--- config.mk ---
export PLATFORM = sky130hd
export DESIGN_NAME = sgm_disparity_select_pipe
export DESIGN_NICKNAME = d
export VERILOG_FILES = /design/src/rtl/sgm_disparity_select_pipe_pkg.sv /design/src/rtl/sgm_disparity_select_pipe_argmin_pipe_stage.sv /design/src/rtl/sgm_disparity_select_pipe.sv
export SDC_FILE = /design/constraint.sdc
export NUM_CORES = 2
export LEC_CHECK = 0
export CAP_MARGIN = 20
export CORE_UTILIZATION = 50
export DETAILED_ROUTE_END_ITERATION = 8
export PLACE_DENSITY = 0.87
export SLEW_MARGIN = 20
export SYNTH_ARGS = -nofsm -noshare
export SYNTH_HDL_FRONTEND = slang
export SYNTH_HIERARCHICAL = 1
export SYNTH_SLANG_ARGS = --single-unit
--- constraint.sdc ---
create_clock -name clk -period 2.7 [get_ports clk]
set_input_delay 0.27 -clock clk [delete_from_list [all_inputs] [get_ports clk]]
set_output_delay 0.27 -clock clk [all_outputs]
set_load 0.02 [all_outputs]
--- src/rtl/sgm_disparity_select_pipe_pkg.sv ---
// Shared types, width derivations and latency helpers for the SGM disparity select pipeline.
// Optional second-minimum uniqueness check is enabled by defining SGM_UNIQUENESS_EN.
package sgm_pkg;

    typedef struct packed {
        logic de;
        logic h_sync;
        logic v_sync;
        logic mask;
    } pix_ctrl_t;

    localparam logic [7:0] INVALID_DISP_DEFAULT = 8'hFF;
    localparam int COL_BITS = 11;

`ifdef SGM_UNIQUENESS_EN
    localparam int UNIQ_STAGES = 1;
`else
    localparam int UNIQ_STAGES = 0;
`endif

    function automatic int clog2(input int value);
        int result;
        int rem;
        result = 0;
        rem = value - 1;
        while (rem > 0) begin
            result++;
            rem = rem >> 1;
        end
        return result;
    endfunction

    function automatic int total_cost_bits(input int acc_bits, input int n_paths);
        return acc_bits + clog2(n_paths);
    endfunction

    function automatic int index_bits(input int disparity_range);
        return clog2(disparity_range);
    endfunction

    // Bit offset of path p, disparity d inside the packed L_arr bus.
    function automatic int larr_offset(input int path, input int disp,
                                       input int disparity_range, input int acc_bits);
        return (path * disparity_range + disp) * acc_bits;
    endfunction

    function automatic int sel_latency(input int disparity_range);
        return 2 + UNIQ_STAGES + clog2(disparity_range);
    endfunction

    localparam int SEL_LATENCY = sel_latency(32);

endpackage

--- src/rtl/sgm_disparity_select_pipe_argmin_pipe_stage.sv ---
// One registered level of the argmin tree: pairwise (value, index) select, lower index wins ties.
// With SGM_UNIQUENESS_EN defined each node also carries the running second minimum.
module argmin_pipe_stage
    import sgm_pkg::*;
#(
    parameter int N_IN     = 2,
    parameter int VAL_BITS = 9,
    parameter int IDX_BITS = 5
) (
    input  logic                          clk,
    input  logic                          rst,
    input  logic [N_IN*VAL_BITS-1:0]      cand_val,
    input  logic [N_IN*IDX_BITS-1:0]      cand_idx,
`ifdef SGM_UNIQUENESS_EN
    input  logic [N_IN*VAL_BITS-1:0]      cand_sec,
    output logic [(N_IN/2)*VAL_BITS-1:0]  win_sec,
`endif
    input  pix_ctrl_t                     cand_ctrl,
    output logic [(N_IN/2)*VAL_BITS-1:0]  win_val,
    output logic [(N_IN/2)*IDX_BITS-1:0]  win_idx,
    output pix_ctrl_t                     win_ctrl
);

    localparam int N_OUT = N_IN / 2;

    always_ff @(posedge clk) begin
        if (rst) begin
            win_ctrl <= '0;
        end else begin
            win_ctrl <= cand_ctrl;
        end
    end

    genvar gi;
    generate
        for (gi = 0; gi < N_OUT; gi++) begin : g_pair
            logic [VAL_BITS-1:0] a_val, b_val, val_reg;
            logic [IDX_BITS-1:0] a_idx, b_idx, idx_reg;
            logic                take_b;

            assign a_val  = cand_val[(2*gi)*VAL_BITS +: VAL_BITS];
            assign b_val  = cand_val[(2*gi+1)*VAL_BITS +: VAL_BITS];
            assign a_idx  = cand_idx[(2*gi)*IDX_BITS +: IDX_BITS];
            assign b_idx  = cand_idx[(2*gi+1)*IDX_BITS +: IDX_BITS];
            // Strict compare: the left (lower index) operand keeps equal costs.
            assign take_b = b_val < a_val;

            always_ff @(posedge clk) begin
                val_reg <= take_b ? b_val : a_val;
                idx_reg <= take_b ? b_idx : a_idx;
            end

            assign win_val[gi*VAL_BITS +: VAL_BITS] = val_reg;
            assign win_idx[gi*IDX_BITS +: IDX_BITS] = idx_reg;

`ifdef SGM_UNIQUENESS_EN
            logic [VAL_BITS-1:0] a_sec, b_sec, loser_val, winner_sec, sec_reg;

            assign a_sec      = cand_sec[(2*gi)*VAL_BITS +: VAL_BITS];
            assign b_sec      = cand_sec[(2*gi+1)*VAL_BITS +: VAL_BITS];
            assign loser_val  = take_b ? a_val : b_val;
            assign winner_sec = take_b ? b_sec : a_sec;

            always_ff @(posedge clk) begin
                sec_reg <= (loser_val < winner_sec) ? loser_val : winner_sec;
            end

            assign win_sec[gi*VAL_BITS +: VAL_BITS] = sec_reg;
`endif
        end
    endgenerate

endmodule

--- src/rtl/sgm_disparity_select_pipe.sv ---
// Sums N_PATHS path-cost arrays per disparity and selects the argmin through a registered tree,
// masking left-border columns. Define SGM_UNIQUENESS_EN for the second-minimum rejection stage.
module sgm_disparity_select_pipe
    import sgm_pkg::*;
#(
    parameter int          DISPARITY_RANGE = 32,
    parameter int          N_PATHS         = 4,
    parameter int          ACC_COST_BITS   = 7,
    parameter logic [7:0]  INVALID_DISP    = INVALID_DISP_DEFAULT,
    parameter int          UNIQ_RATIO      = 2
) (
    input  logic                                              clk,
    input  logic                                              rst,
    input  logic                                              de_in,
    input  logic                                              h_sync_in,
    input  logic                                              v_sync_in,
    input  logic [N_PATHS*DISPARITY_RANGE*ACC_COST_BITS-1:0]  L_arr_in,
    output logic                                              de_out,
    output logic                                              h_sync_out,
    output logic                                              v_sync_out,
    output logic [7:0]                                        pixel_disparity,
    output logic [total_cost_bits(ACC_COST_BITS, N_PATHS)-1:0] min_cost_out,
    output logic                                              valid_out
);

    localparam int TCB = total_cost_bits(ACC_COST_BITS, N_PATHS);
    localparam int K   = clog2(DISPARITY_RANGE);
    localparam int IW  = index_bits(DISPARITY_RANGE);
    localparam bit CFG_OK = (DISPARITY_RANGE >= 4) && (DISPARITY_RANGE <= 128) &&
                            ((DISPARITY_RANGE & (DISPARITY_RANGE - 1)) == 0) &&
                            (N_PATHS >= 1) && (N_PATHS <= 8) &&
                            (UNIQ_RATIO >= 0) && (UNIQ_RATIO <= 15);

    // Column counter and border mask
    logic [COL_BITS-1:0] col_reg, col_next;
    logic                vs_prev_reg;
    pix_ctrl_t           in_ctrl;

    always_ff @(posedge clk) begin
        if (rst) begin
            col_reg     <= '0;
            vs_prev_reg <= 1'b0;
        end else begin
            col_reg     <= col_next;
            vs_prev_reg <= v_sync_in;
        end
    end

    always_comb begin
        col_next = col_reg;
        if (v_sync_in != vs_prev_reg) begin
            col_next = '0;
        end else if (de_in) begin
            col_next = (&col_reg) ? col_reg : col_reg + COL_BITS'(1);
        end else begin
            col_next = '0;
        end
    end

    always_comb begin
        in_ctrl.de     = de_in;
        in_ctrl.h_sync = h_sync_in;
        in_ctrl.v_sync = v_sync_in;
        in_ctrl.mask   = col_reg < COL_BITS'(DISPARITY_RANGE - 1);
    end

    // S0: input capture
    logic [N_PATHS*DISPARITY_RANGE*ACC_COST_BITS-1:0] larr_reg;
    pix_ctrl_t s0_ctrl_reg, s1_ctrl_reg;

    always_ff @(posedge clk) begin
        larr_reg <= L_arr_in;
        if (rst) begin
            s0_ctrl_reg <= '0;
            s1_ctrl_reg <= '0;
        end else begin
            s0_ctrl_reg <= in_ctrl;
            s1_ctrl_reg <= s0_ctrl_reg;
        end
    end

    // S1: full-precision per-disparity sums
    logic [DISPARITY_RANGE*TCB-1:0] sum_flat;

    genvar gi, gj;
    generate
        for (gi = 0; gi < DISPARITY_RANGE; gi++) begin : g_sum
            logic [TCB-1:0] acc, sum_reg;

            always_comb begin
                acc = '0;
                for (int p = 0; p < N_PATHS; p++) begin
                    acc = acc + TCB'(larr_reg[larr_offset(p, gi, DISPARITY_RANGE, ACC_COST_BITS) +: ACC_COST_BITS]);
                end
            end

            always_ff @(posedge clk) begin
                sum_reg <= acc;
            end

            assign sum_flat[gi*TCB +: TCB] = sum_reg;
        end

        // A1..AK: argmin tree, halving the candidate count per level
        for (gi = 0; gi < K; gi++) begin : g_lvl
            localparam int N_IN = DISPARITY_RANGE >> gi;

            logic [N_IN*TCB-1:0]     val_in;
            logic [N_IN*IW-1:0]      idx_in;
            pix_ctrl_t               ctrl_in, ctrl_out;
            logic [(N_IN/2)*TCB-1:0] val_out;
            logic [(N_IN/2)*IW-1:0]  idx_out;
`ifdef SGM_UNIQUENESS_EN
            logic [N_IN*TCB-1:0]     sec_in;
            logic [(N_IN/2)*TCB-1:0] sec_out;
`endif

            if (gi == 0) begin : g_first
                assign val_in  = sum_flat;
                assign ctrl_in = s1_ctrl_reg;
`ifdef SGM_UNIQUENESS_EN
                assign sec_in  = '1;
`endif
                for (gj = 0; gj < DISPARITY_RANGE; gj++) begin : g_idx
                    assign idx_in[gj*IW +: IW] = IW'(gj);
                end
            end else begin : g_rest
                assign val_in  = g_lvl[gi-1].val_out;
                assign idx_in  = g_lvl[gi-1].idx_out;
                assign ctrl_in = g_lvl[gi-1].ctrl_out;
`ifdef SGM_UNIQUENESS_EN
                assign sec_in  = g_lvl[gi-1].sec_out;
`endif
            end

            argmin_pipe_stage #(
                .N_IN     (N_IN),
                .VAL_BITS (TCB),
                .IDX_BITS (IW)
            ) u_stage (
                .clk       (clk),
                .rst       (rst),
                .cand_val  (val_in),
                .cand_idx  (idx_in),
`ifdef SGM_UNIQUENESS_EN
                .cand_sec  (sec_in),
                .win_sec   (sec_out),
`endif
                .cand_ctrl (ctrl_in),
                .win_val   (val_out),
                .win_idx   (idx_out),
                .win_ctrl  (ctrl_out)
            );
        end
    endgenerate

    logic [TCB-1:0] out_val;
    logic [IW-1:0]  out_idx;
    pix_ctrl_t      out_ctrl;
    logic           out_reject;

`ifdef SGM_UNIQUENESS_EN
    localparam int RW = TCB + 5;
    logic [RW-1:0]  lhs, rhs;
    logic [TCB-1:0] u_val_reg;
    logic [IW-1:0]  u_idx_reg;
    logic           u_reject_reg;
    pix_ctrl_t      u_ctrl_reg;

    // Ambiguous when the runner-up is within UNIQ_RATIO/16 of the winner.
    assign lhs = RW'(g_lvl[K-1].sec_out) << 4;
    assign rhs = RW'(g_lvl[K-1].val_out) * RW'(16 + UNIQ_RATIO);

    always_ff @(posedge clk) begin
        u_val_reg    <= g_lvl[K-1].val_out;
        u_idx_reg    <= g_lvl[K-1].idx_out;
        u_reject_reg <= lhs <= rhs;
        if (rst) begin
            u_ctrl_reg <= '0;
        end else begin
            u_ctrl_reg <= g_lvl[K-1].ctrl_out;
        end
    end

    assign out_val    = u_val_reg;
    assign out_idx    = u_idx_reg;
    assign out_ctrl   = u_ctrl_reg;
    assign out_reject = u_reject_reg;
`else
    assign out_val    = g_lvl[K-1].val_out;
    assign out_idx    = g_lvl[K-1].idx_out;
    assign out_ctrl   = g_lvl[K-1].ctrl_out;
    assign out_reject = 1'b0;
`endif

    // Outputs are forced quiet while reset is held; de=0 pixels carry no data.
    logic pix_shown;
    assign pix_shown = out_ctrl.de & ~rst;

    always_comb begin
        de_out          = pix_shown;
        h_sync_out      = out_ctrl.h_sync & ~rst;
        v_sync_out      = out_ctrl.v_sync & ~rst;
        pixel_disparity = 8'd0;
        min_cost_out    = '0;
        valid_out       = 1'b0;
        if (pix_shown) begin
            min_cost_out = out_val;
            if (out_ctrl.mask || out_reject) begin
                pixel_disparity = INVALID_DISP;
            end else begin
                pixel_disparity = 8'(out_idx);
                valid_out       = CFG_OK;
            end
        end
    end

endmodule

==> summary.txt, run 1 <==
GRT
  • Grt ovf: 31
  • Pin count of the biggest net entering global routing: 31
  • GRT Overall Usage: 0.520

Clock network
  • Num CTS Buffers: 167
  • CTS sink count: 1657
  • Clock root cell: clkbuf_16
  • Clk buf depth: 3
  • H-tree Lvls: 4

Logic synthesis
  • Yosys warning total: 6
  • Synth area leader: dfxtp_1
  • Fraction of registers with async set/reset: 0
  • EDFF count, synth: 0
  • Top cell type's share of synthesized area: 0.483
  • Avg Cell Area, Syn: 12.0 um2
  • Mapped Area: 68700 um2
  • Synth cell types: 54
  • Synth top area cells: dfxtp_1 (48%), fa_1 (13%), ha_1 (9.2%)
  • Cell count after synthesis: 5738
  • #FFs+latches synth: 1657
  • Synth Flop Type: dfxtp_1
  • Sequential-to-total area share from yosys stat: 0.483

Outcome
  • Fail Step: 5_1_grt
  • First Err: [ERROR GRT-0232] Routing congestion too high. Check the congestion heatmap in the GUI.
  • Status: aborted with a tool error

Placement
  • Placer Congestion: 0.901
  • I/O Buffers: 921
  • DP Wirelength: 129000 um
  • Post-DP Area: 81500 um2
  • DP Worst Slack: -0.283 ns
  • DP Cell Count: 8710

Die
  • Row Count: 135
  • Initial Util: 0.505
  • Die height: 373 um
  • Ports: 922
  • DIE WIDTH: 373 um

Timing
  • Worst endpoint type: sequential cell input
  • Post-GRT worst EP: g_sum[1].sum_reg[7]$_DFF_P_/D
## synth_stat cells (11+ instances only)
library cell and number:
ha_1 505, o221ai_2 17, nor2b_1 64, nand2b_1 11
a21oi_1 202, a211oi_2 17, o31a_1 30, xnor2_1 99
mux2_2 214, o21ai_0 136, a2111oi_4 24, nand2_1 36
and2_1 11, inv_1 1439, nand3_1 31, nand4_1 28
a211oi_1 49, fa_1 448, o211ai_1 30, nor2_1 127
a21o_1 32, o21a_1 74, dfxtp_1 1657, or4_1 28
nor3_1 37, buf_8 17, a221oi_2 19, nand2b_4 22
o21bai_1 32, mux2_4 220
## per-layer routing
layer,global-route usage,overflow
met1,0.493,0
met2,0.706,13
met3,0.359,0
met4,0.536,18
met5,0.140,0
## metrics by stage
stage                     TNS [ns]  hold WS [ns]
after global placement      -0.589         0.416
after floorplan                  0         0.298
after detailed placement     -2.43         0.426
after CTS                    -1.67       0.00322
## cells by family after synthesis
group	share of synthesized area
AO/OA/AOI/OAI	0.0764
XOR/XNOR	0.0131
adder cells (fa/ha/maj)	0.222
buffers and inverters	0.0853
flip-flops	0.483
multiplexers	0.0837
other	0.000109
AND/OR/NAND/NOR	0.0361
## timing repair
| action | in CTS |
|---|---|
| hold endpoints to repair | 882 |
| buffers inserted | 15 |
| hold buffers | 882 |
| cloned | 0 |
| resized for setup | 143 |
| pin swaps | 53 |
| setup endpoints to repair | 52 |
==> run 2: changes to the inputs <==
CORE_UTILIZATION = 35   (was 50)
PLACE_DENSITY = not set   (was 0.87)
PLACE_DENSITY_LB_ADDON = 0.15   (was not set)
clock period = 3.5 ns   (was 2.7 ns; I/O delays follow)
==> run 2 against run 1 <==
  * The run now ends clean
  * Area after synthesis unchanged
  * Synthesized cell count unchanged
==> summary.txt, run 2 <==
Finish
  • Finished Cell Area: 96700 um2
  • Layout cell share with drive strength beyond 1: 0.112
  • Area grow syn2layout: 40.8%
  • Commonest non-fill, non-tap cells in the layout: dfxtp_1 (1657), inv_1 (1439), clkdlybuf4s50_1 (906), dlygate4sd3_1 (890), ha_1 (505)
  • Number of flip-flops under the largest register name: 896
  • Post-route insts no fill: 10686
  • Commonest non-fill, non-tap cell in the layout: dfxtp_1
  • Final net count: 9744

Hold path
  • Hold Path Depth: 1
  • Worst Hold Class: in2reg

Critical path
  • CP bufs+invs: 1
  • WP depth: 3
  • End of the critical path: pixel_disparity[7]
  • Crit path cell chain: nor2b_2, and2_1, clkdlybuf4s50_1
  • Crit-path slowest cell: clkdlybuf4s50_1
  • FF-to-FF End: g_sum[27].sum_reg[7]
  • Crit path launch: g_lvl[4].u_stage/win_ctrl[3]
  • Cell family with most CP delay: simple AND/OR/NAND/NOR gates
  • Startpoint types: flip-flop
  • Critical path required time: 3.15 ns
  • Worst R2R Path Depth: 11
  • CP Class: reg2out
  • Critical Path AT: 2.61 ns
  • Critical R2R Launch: larr_reg[190]
  • Flop2flop setup slack: 0.63 ns
  • Slowest stage delay, CP: 0.68 ns
  • CP endpoint kind: output pin
  • CP max FO: 3

Timing
  • Slew Limit Fails: 0
  • Worst clock skew: 0.0302 ns
  • Count of final hold-check violations: 0
  • Headroom to the max-slew limit: 0.267
  • Final Worst Setup Slack: 0.539 ns
  • Highest Clock Rate: 0.338 GHz
  • Fin Setup TNS: 0 ns
  • RSZ-0062 raised after global routing: false
  • Measured slew at the worst slew-check pin: 1.10 ns
  • Final setup viols: 0
  • Period utilization: 0.846
  • Post-route minimum period: 2.96 ns

Die
  • Initial Util: 0.352 (-0.153)
  • Ports: 922 (unchanged)
  • Core box area: 195000 um2
  • DIE WIDTH: 445 um (+19%)
  • Die ar.: 198000 um2
  • Row Count: 162 (+20%)
  • Die height: 445 um (+19%)

Clock network
  • H-tree Lvls: 4 (unchanged)
  • TritonCTS clock tree: built
  • Clk_lat worst skew: 0.81 ns
  • Num CTS Buffers: 186 (+11%)
  • CTS sink count: 1657 (unchanged)
  • Clk buf depth: 3 (unchanged)
  • Clock root cell: clkbuf_16
  • Post-CTS Resized: 0 (-100%)
  • CTS clock-pin slew for the worst setup and hold paths: 0.05 ns

Placement
  • DP Cell Count: 9436 (+8.3%)
  • DP Wirelength: 128000 um (-1.1%)
  • Placer Congestion: 0.807 (-10%)
  • DP Worst Slack: 0.625 ns (+0.908 ns)
  • Post-DP Area: 81600 um2 (+0.12%)
  • I/O Buffers: 921 (unchanged)

Logic synthesis
  • Most common cell in the netlist: dfxtp_1
  • Synth cell count leaders: dfxtp_1 (1657), inv_1 (1439), ha_1 (505)
  • Largest family of logic cells by synthesized area: adder cells
  • Mapped Area: 68700 um2 (unchanged)
  • Synth Area in Adders: 0.222 (unchanged)
  • Synth cell types: 54 (unchanged)
  • Synth top area cells: dfxtp_1 (48%), fa_1 (13%), ha_1 (9.2%)
  • Synth area leader: dfxtp_1
  • Synth Flop Type: dfxtp_1
  • Cell count after synthesis: 5738 (unchanged)
  • Simple-gate share of the synthesized area: 0.0361 (unchanged)
  • Yosys warning total: 6 (unchanged)
  • Sequential-to-total area share from yosys stat: 0.483 (unchanged)
  • EDFF count, synth: 0 (unchanged)
  • Fraction of registers with async set/reset: 0 (unchanged)
  • Post-Synth XOR/XNOR Area: 0.0131 (unchanged)
  • #FFs+latches synth: 1657 (unchanged)
  • Synth Area in Compound Gates: 0.0764 (unchanged)
  • Avg Cell Area, Syn: 12.0 um2 (unchanged)
  • Top cell type's share of synthesized area: 0.483 (unchanged)
  • Mux share of post-synthesis cell area: 0.0837 (unchanged)

GRT
  • GRT Overall Usage: 0.168
  • Grt ovf: 0
  • Pin count of the biggest net entering global routing: 31
  • First-pass GRT wire length: 259000 um
  • Vias in the first global route: 48689
  • Initial antenna violation count: 31

Detailed routing
  • Routed WL: 165000 um
  • DRC Markers: 0
  • Via-per-instance ratio: 4.14
  • Initial DRT Pass Iterations: 7
  • Routed wire per std cell: 15.5 um
  • DRT antenna net count: 0
  • Via Count: 44192
  • 1st-iter DRT viols: 1133

Power
  • Peak VDD IR: 0.430 mV
  • Pwr Density: 790 nW/um2
  • P_leak: 45.0 nW

Outcome
  • Status: complete, no violations

Flow run
  • Max_cap viols: 0
[run 2: metrics by stage]
step | utilization | power [W] | hold slack, ns
after global routing | 0.496 | 0.0819 | 0.0191
after global placement | 0.418 | 0.0566 | 0.417
after detailed placement | 0.418 | 0.0568 | 0.422
final | 0.496 | 0.0765 | 0.105
after CTS | 0.496 | 0.0780 | 0.00570
after floorplan | - | 0.0492 | 0.378
[run 2: layout make-up]
| cell class | count | area [um2] |
|---|---|---|
| inverters | 1439 | 5400 |
| fillers | 17224 | 98200 |
| diodes | 28 | 70.1 |
| clock inverters | 76 | 903 |
| multi-input cells | 2764 | 30300 |
| well taps | 2624 | 3280 |
| repair buffers | 1842 | 18300 |
| flip-flops and latches | 1657 | 33200 |
| clock buffers | 256 | 5310 |
[run 2: repair_timing]
item                                   in CTS  in global routing
hold buffers                              889                  1
buffers inserted                            0                  0
endpoints found under the hold margin     889                  1
[run 2: cells by family after synthesis]
kind of cell               after synthesis
adders and majority gates              953
DFF                                   1657
other                                    2
buffers and inverters                 1475
xor gates and xnor gates               103
and+or+nand+nor                        427
muxes                                  438
AOI/OAI and AO/OA                      683
[run 2: metal layers]
metal | share of wire | vias up | GRT usage | wire length [um]
met2 | 0.52 | 755 | 0.309 | 86200
met1 | 0.40 | 20809 | 0.188 | 66800
met3 | 0.038 | 299 | 0.0322 | 6290
met4 | 0.035 | 6 | 0.0660 | 5780
li1 | - | 22323 | - | -
met5 | 0.00024 | - | 0 | 39
[run 2: worst min-delay path by stage]
stage | startpoint | to | slack (ns)
2_1_floorplan | L_arr_in[0] | larr_reg[0] | 0.38
3_3_place_gp | g_lvl[1].u_stage/win_ctrl[2] | g_lvl[2].u_stage/win_ctrl[2] | 0.42
3_5_place_dp | g_lvl[2].u_stage/win_ctrl[1] | g_lvl[3].u_stage/win_ctrl[1] | 0.42
4_1_cts | L_arr_in[262] | larr_reg[262] | 0.006
5_1_grt | L_arr_in[37] | larr_reg[37] | 0.02
6_report | L_arr_in[485] | larr_reg[485] | 0.10
[run 2: power breakdown]
part | internal, W | total, W | switching [W]
clock network | 0.0118 | 0.0197 | 0.00791
logic | 0.0164 | 0.0300 | 0.0135
registers | 0.0240 | 0.0268 | 0.00278
total | 0.0522 | 0.0765 | 0.0242
[run 2: worst register-to-register path, cell delays in order, from the launching register on]
cell     delay (ns)
dfxtp_1        0.31
inv_1          0.05
fa_1           0.53
inv_1          0.05
fa_1           0.43
ha_1           0.23
inv_1          0.09
fa_1           0.26
nor2b_4        0.06
o31a_1         0.26
or4b_1         0.47
nand3_1        0.09
Note: power is estimated with default switching activity, not from simulation.
